[config.mk]
export PLATFORM = sky130hd
export DESIGN_NAME = ext_bus_seq
export DESIGN_NICKNAME = d
export VERILOG_FILES = /design/src/rtl/as2650_bus_pkg.sv /design/src/rtl/ext_bus_seq.sv
export SDC_FILE = /design/constraint.sdc
export NUM_CORES = 1
export LEC_CHECK = 0
export ABC_AREA = 1
export ABC_CLOCK_PERIOD_IN_PS = 4600
export CORE_MARGIN = 2
export CORE_UTILIZATION = 55
export CTS_BUF_LIST = sky130_fd_sc_hd__clkbuf_8 sky130_fd_sc_hd__clkbuf_16
export DETAILED_ROUTE_END_ITERATION = 8
export PLACE_DENSITY = 0.84
export SYNTH_ARGS = -nofsm -noshare
export SYNTH_HDL_FRONTEND = slang
export SYNTH_SLANG_ARGS = --single-unit
[constraint.sdc]
create_clock -name wb_clk_i -period 4.6 [get_ports wb_clk_i]
set_input_delay 0.69 -clock wb_clk_i [delete_from_list [all_inputs] [get_ports wb_clk_i]]
set_output_delay 0.69 -clock wb_clk_i [all_outputs]
set_load 0.1 [all_outputs]
[src/rtl/as2650_bus_pkg.sv]
// Shared definitions for the external multiplexed address/data bus sequencer.
package as2650_bus_pkg;

    localparam int WAIT_W = 3;

    typedef enum logic [2:0] {
        IDLE,
        ADDR_HI,
        ADDR_LO,
        READ,
        WRITE,
        DONE
    } bus_state_t;

endpackage

[src/rtl/ext_bus_seq.sv]
// Sequences one core access onto an 8-bit muxed pad bus: latch hi/lo address, strobe, turnaround.
// Latency accept->ack 4+WAIT_STATES (3+WAIT_STATES on hi-byte reuse); core holds req until ack.
module ext_bus_seq
    import as2650_bus_pkg::*;
#(
    parameter int unsigned WAIT_STATES = 0
) (
    input  logic        wb_clk_i,
    input  logic        rst_n,
    input  logic        req,
    input  logic        we,
    input  logic [15:0] addr,
    input  logic [7:0]  wdata,
    output logic        ack,
    output logic [7:0]  rdata,
    output logic [7:0]  bus_out,
    input  logic [7:0]  bus_in,
    output logic        bus_dir,
    output logic        le_hi,
    output logic        le_lo,
    output logic        oe_n,
    output logic        we_n
);

    bus_state_t          state;
    logic                we_q;
    logic [15:0]         addr_q;
    logic [7:0]          wdata_q;
    logic [7:0]          hi_last;
    logic                hi_valid;
    logic [WAIT_W-1:0]   wait_cnt;

    // Outputs are registered alongside the state so each one reflects the state being entered.
    always_ff @(posedge wb_clk_i or negedge rst_n) begin
        if (!rst_n) begin
            state    <= IDLE;
            we_q     <= 1'b0;
            addr_q   <= '0;
            wdata_q  <= '0;
            hi_last  <= '0;
            hi_valid <= 1'b0;
            wait_cnt <= '0;
            ack      <= 1'b0;
            rdata    <= '0;
            bus_out  <= '0;
            bus_dir  <= 1'b1;
            le_hi    <= 1'b0;
            le_lo    <= 1'b0;
            oe_n     <= 1'b1;
            we_n     <= 1'b1;
        end else begin
            ack     <= 1'b0;
            bus_dir <= 1'b1;
            le_hi   <= 1'b0;
            le_lo   <= 1'b0;
            oe_n    <= 1'b1;
            we_n    <= 1'b1;
            case (state)
                IDLE: begin
                    if (req) begin
                        we_q    <= we;
                        addr_q  <= addr;
                        wdata_q <= wdata;
                        bus_dir <= 1'b0;
                        // The external high latch still holds this byte, so skip reloading it.
                        if (hi_valid && (addr[15:8] == hi_last)) begin
                            state   <= ADDR_LO;
                            le_lo   <= 1'b1;
                            bus_out <= addr[7:0];
                        end else begin
                            state   <= ADDR_HI;
                            le_hi   <= 1'b1;
                            bus_out <= addr[15:8];
                        end
                    end
                end
                ADDR_HI: begin
                    hi_last  <= addr_q[15:8];
                    hi_valid <= 1'b1;
                    state    <= ADDR_LO;
                    le_lo    <= 1'b1;
                    bus_dir  <= 1'b0;
                    bus_out  <= addr_q[7:0];
                end
                ADDR_LO: begin
                    wait_cnt <= WAIT_W'(WAIT_STATES);
                    if (we_q) begin
                        state   <= WRITE;
                        we_n    <= 1'b0;
                        bus_dir <= 1'b0;
                        bus_out <= wdata_q;
                    end else begin
                        state <= READ;
                        oe_n  <= 1'b0;
                    end
                end
                READ: begin
                    if (wait_cnt == '0) begin
                        rdata <= bus_in;
                        state <= DONE;
                        ack   <= 1'b1;
                    end else begin
                        wait_cnt <= wait_cnt - 1'b1;
                        oe_n     <= 1'b0;
                    end
                end
                WRITE: begin
                    if (wait_cnt == '0) begin
                        state <= DONE;
                        ack   <= 1'b1;
                    end else begin
                        wait_cnt <= wait_cnt - 1'b1;
                        we_n     <= 1'b0;
                        bus_dir  <= 1'b0;
                    end
                end
                DONE: begin
                    state <= IDLE;
                end
                default: begin
                    state <= IDLE;
                end
            endcase
        end
    end

endmodule

**Word level (Yosys, flattened, before mapping)**

Cells that the tools add are included.

- Register bits: 62
- Input bits: 36
- Output and inout bits: 22
- Word-level logic and storage cells: 61

- Add/sub/neg operators: 1
- Eq/ne operators: 9
- Mux-type cells: 25
- Reduce and logical (&&, ||, !) cells: 11

Operators with widths:

| cell | count |
|---|---|
| 2-to-1 mux 8 bit | 3 |
| one-hot mux 8 bit (3 select lines) | 1 |
| 2-to-1 mux 3 bit | 4 |
| one-hot mux 3 bit (4 select lines) | 1 |
| 2-to-1 mux 1 bit | 10 |
| == test 8 bit | 1 |
| AND reduction 2 bit | 4 |
| == test 3 x 2 -> 1 bit, second input constant | 2 |
| logical NOT 3 bit | 2 |
| != test 2 bit, second input constant | 3 |
| one-hot mux 1 bit (2 select lines) | 3 |
| one-hot mux 3 bit (2 select lines) | 1 |
| one-hot mux 1 bit (4 select lines) | 1 |
| == test 3 x 1 -> 1 bit, second input constant | 1 |
| == test 3 bit, second input constant | 1 |
| AND reduction 3 bit | 1 |
| nonzero test 3 bit | 1 |
| subtractor 3 x 1 -> 3 bit, second input constant | 1 |
| 2-to-1 mux 2 bit | 1 |
| != test 2 x 1 -> 1 bit, second input constant | 1 |
| nonzero test 2 bit | 1 |
| OR reduction 2 bit | 1 |
| logical AND 1 bit | 1 |

**Depth between registers and ports, before layout**

- Depth after elaboration: 5
- Mapped depth: 11
- Depth with buffers taken out: 11

**Least setup slack after synthesis**

Ideal clock, no wire load.

- Path type: input port to flip-flop
- From: in addr[12]
- To: reg state[0]
- Library setup time: 0.116 ns
- Data arrival time: 1.574 ns
- Data required time: 4.484 ns
- Path slack: 2.910 ns
- Cell stages on the path: 7
- Buffers on the path: 0
- Cells stage by stage: xor2_1 nor2_2 nand3_2 nand2_1 nand3_1 nand2_1 nand2_1

- Cells in the longest elaborated chain, start to end: 5

RTL lines:

| element | RTL line | text |
|---|---|---|
| start, declared | ext_bus_seq.sv:12 | `input logic [15:0] addr,` |
| == test 8 bit | ext_bus_seq.sv:66 | `if (hi_valid && (addr[15:8] == hi_last)) begin` |
| logical AND 1 bit | ext_bus_seq.sv:66 |  |
| 2-to-1 mux 2 bit | ext_bus_seq.sv:66 |  |
| 2-to-1 mux 3 bit | ext_bus_seq.sv:60 | `if (req) begin` |
| one-hot mux 3 bit (4 select lines) | ext_bus_seq.sv:58 | `case (state)` |
| end signal, assigned | ext_bus_seq.sv:67 | `state <= ADDR_LO;` |
| end signal, assigned | ext_bus_seq.sv:71 | `state <= ADDR_HI;` |
| end signal, assigned | ext_bus_seq.sv:80 | `state <= ADDR_LO;` |
| end, declared | ext_bus_seq.sv:25 | `bus_state_t state;` |

Every way passes these cells. The select of a mux whose other input is x is not followed.
A chain may end at the register's enable or synchronous reset.

**Worst setup path after layout**

- From: reg bus_dir
- To: out bus_dir

RTL lines:

| element | RTL line | text |
|---|---|---|
| start, declared | ext_bus_seq.sv:18 | `output logic bus_dir,` |
| start signal, assigned | ext_bus_seq.sv:46 | `bus_dir <= 1'b1;` |
| start signal, assigned | ext_bus_seq.sv:53 | `bus_dir <= 1'b1;` |
| start signal, assigned | ext_bus_seq.sv:64 | `bus_dir <= 1'b0;` |

No word-level cell between the ends.

==> summary.txt <==
Run status
  – Outcome: finished clean

Setup path
  – Max FO, Critical Path: 1
  – Critical path cell sequence: clkdlybuf4s50_1
  – Critical path data arrival time: 1980 ps
  – Crit. End Element: primary output
  – CP Buf/Inv Count: 1
  – Reg2reg setup slack: 2690 ps
  – CP startpoint kind: flop
  – Critical setup path kind: reg -> out
  – CP delay by family, top: buffers and inverters
  – WP data required: 3910 ps
  – Slowest stage delay, CP: 1120 ps
  – Slowest CP cell: clkdlybuf4s50_1

Synth
  – Sequential share of the synthesized area: 0.534
  – Flops & latches, synth: 62
  – Fraction of registers with async set/reset: 1.00
  – Synthesized instance count: 336
  – Distinct cells, synth: 25
  – Synth Cell Area: 0.00291 sq mm
  – Top cells by area, synth: dfrtp_1, nand2_1, inv_1, mux2_2, o21ai_0
  – Most used DFF post-synth: dfrtp_1
  – Largest area contributor in the netlist: dfrtp_1
  – Synth Warn #: 0
  – Synthesized net count: 374
  – Synth top area share: 0.507
  – Post-synth EDFFs: 0
  – Syn_area_per_cell: 8.67 sq um

Final layout
  – Layout cell share with drive strength beyond 1: 0.102
  – Most common cell after layout, fill and taps aside: nand2_1
  – N_diodes: 0
  – Final nets: 435
  – Most frequent cells in the layout: nand2_1, inv_1, dfrtp_1, clkdlybuf4s50_1, o21ai_0
  – Finished Layout Cells: 472
  – Area growth syn-to-layout: 27.4%

Placement
  – Port Buffers: 57
  – Final weighted congestion in routability-driven placement: 0.817
  – DP HPWL: 4400 um
  – Placed insts: 456

Drt
  – WL per Instance: 13.4 um
  – Antenna-violating nets left: 0
  – Via-to-Cell Ratio: 5.14
  – TritonRoute pass-1 iters: 6
  – WL final: 6340 um
  – Drt first-iter violations: 174
  – DRC viols: 0
  – DR vias: 2427

Timing
  – Final min period: 2670 ps
  – Part of the cycle the worst path needs: 0.580
  – Relative slew margins: 0.340
  – Slew Limit Fails: 0
  – Final setup TNS: 0 ps
  – Final setup viols: 0
  – Fmax: 375 MHz
  – Setup Skew: 4.32 ps
  – RSZ-0062 raised after global routing: false
  – Worst slew pin tran: 986 ps
  – Final hold viol count: 0

Floorplanning
  – Num ports: 58
  – FP Rows: 26
  – Core ar.: 0.00511 sq mm
  – Die area: 0.00590 sq mm
  – DIE WIDTH: 76.8 um
  – Vert. Die Dim: 76.8 um
  – Initial Util: 0.571

CTS
  – Root Driver: clkbuf_8
  – Max Root-Sink Buffers: 2
  – CTS buffer count: 9
  – Clock Sinks: 62
  – CTS tree: done
  – H-tree Lvls: 3
  – Setup repair bufs after CTS: 0
  – Hold-fix buffers, CTS: 0
  – Clk Latency, worst-skew pair: 340 ps
  – Worst-path clk slew: 60 ps
  – Post-CTS sizing: 0

Global routing
  – Initial antenna violation count: 0
  – Global-route wire length before repair: 10800 um
  – Vias in the first global route: 2368
  – Total grt overflow: 0
  – Largest net degree at the start of global routing: 63
  – Tot GR Track Use: 0.232

Pwr
  – Leakage Power: 1.91 nW
  – Peak VDD IR: 425 uV
  – Power Density: 812 mW/mm^2

Job
  – MaxCap Viol Count: 0

Worst hold path
  – Hold/Removal Path Class: reg -> reg
[synth_stat cells (2+ instances only)]
master / number
a21oi_1: 14
a22o_1: 7
buf_2: 2
clkbuf_1: 4
dfrtp_1: 59
dfstp_2: 3
ha_1: 2
inv_1: 61
mux2_2: 15
nand2_1: 82
nand2_2: 3
nand3_1: 24
nand3_2: 2
nor2_1: 20
o21ai_0: 26
o22ai_1: 2
xor2_1: 2
[path summary, 6_finish.rpt]
path | start | cells after the start | endpoint
max in group asynchronous | rst_n | 2 | bus_out[0]
min in group asynchronous | rst_n | 2 | rdata[2]
max | bus_dir | 1 | bus_dir
min reg2reg | hi_valid | 2 | hi_valid
min | hi_valid | 2 | hi_valid
max reg2reg | state[2] | 10 | bus_out[6]
[state kept, by name, summed over array words and instances, names as in the netlist, 3 cells and up]
name,count
addr_q,16
bus_out,8
hi_last,8
rdata,8
wdata_q,8
state,3
wait_cnt,3
[per-stage QoR]
stage	util	hold slack, ps	setup WS (ps)	instance area [sq um]	total power, W
6_report	0.727	468	1930	3710	0.00301
3_5_place_dp	0.691	460	2110	3530	0.00259
2_1_floorplan	-	394	2910	2910	0.00222
4_1_cts	0.727	475	1920	3710	0.00302
5_1_grt	0.727	498	1900	3710	0.00320
3_3_place_gp	0.691	439	2190	3530	0.00254
[per-layer routing]
layer  track usage  vias to the layer above  part of all wire
li1              -                     1181                 -
met1         0.314                     1170              0.44
met2         0.368                       62              0.49
met3        0.0388                       14             0.043
met4         0.109                        0             0.025
met5             0                        -                 0
[where the power goes]
part | internal (W) | switching, W | total (W)
clock network | 0.000232 | 0.000197 | 0.000429
logic | 0.000464 | 0.00119 | 0.00165
registers | 0.000797 | 0.000134 | 0.000931
total | 0.00149 | 0.00152 | 0.00301
[cells by family after synthesis]
group | Yosys count | synth area share
XOR/XNOR | 3 | 0.00902
AO/OA/AOI/OAI | 51 | 0.102
flip-flops | 62 | 0.534
AND/OR/NAND/NOR | 133 | 0.194
buffers and inverters | 70 | 0.0949
adder cells (fa/ha/maj) | 2 | 0.00859
multiplexers | 15 | 0.0580
[layout make-up]
type	count	area [sq um]
clock buffers	12	165
clock inverters	4	15.0
fillers	392	1400
inverters	62	233
multi-input cells	204	1080
flip-flops and latches	62	1560
well taps	70	87.6
repair buffers	58	573
Note: power is estimated with default switching activity, not from simulation.
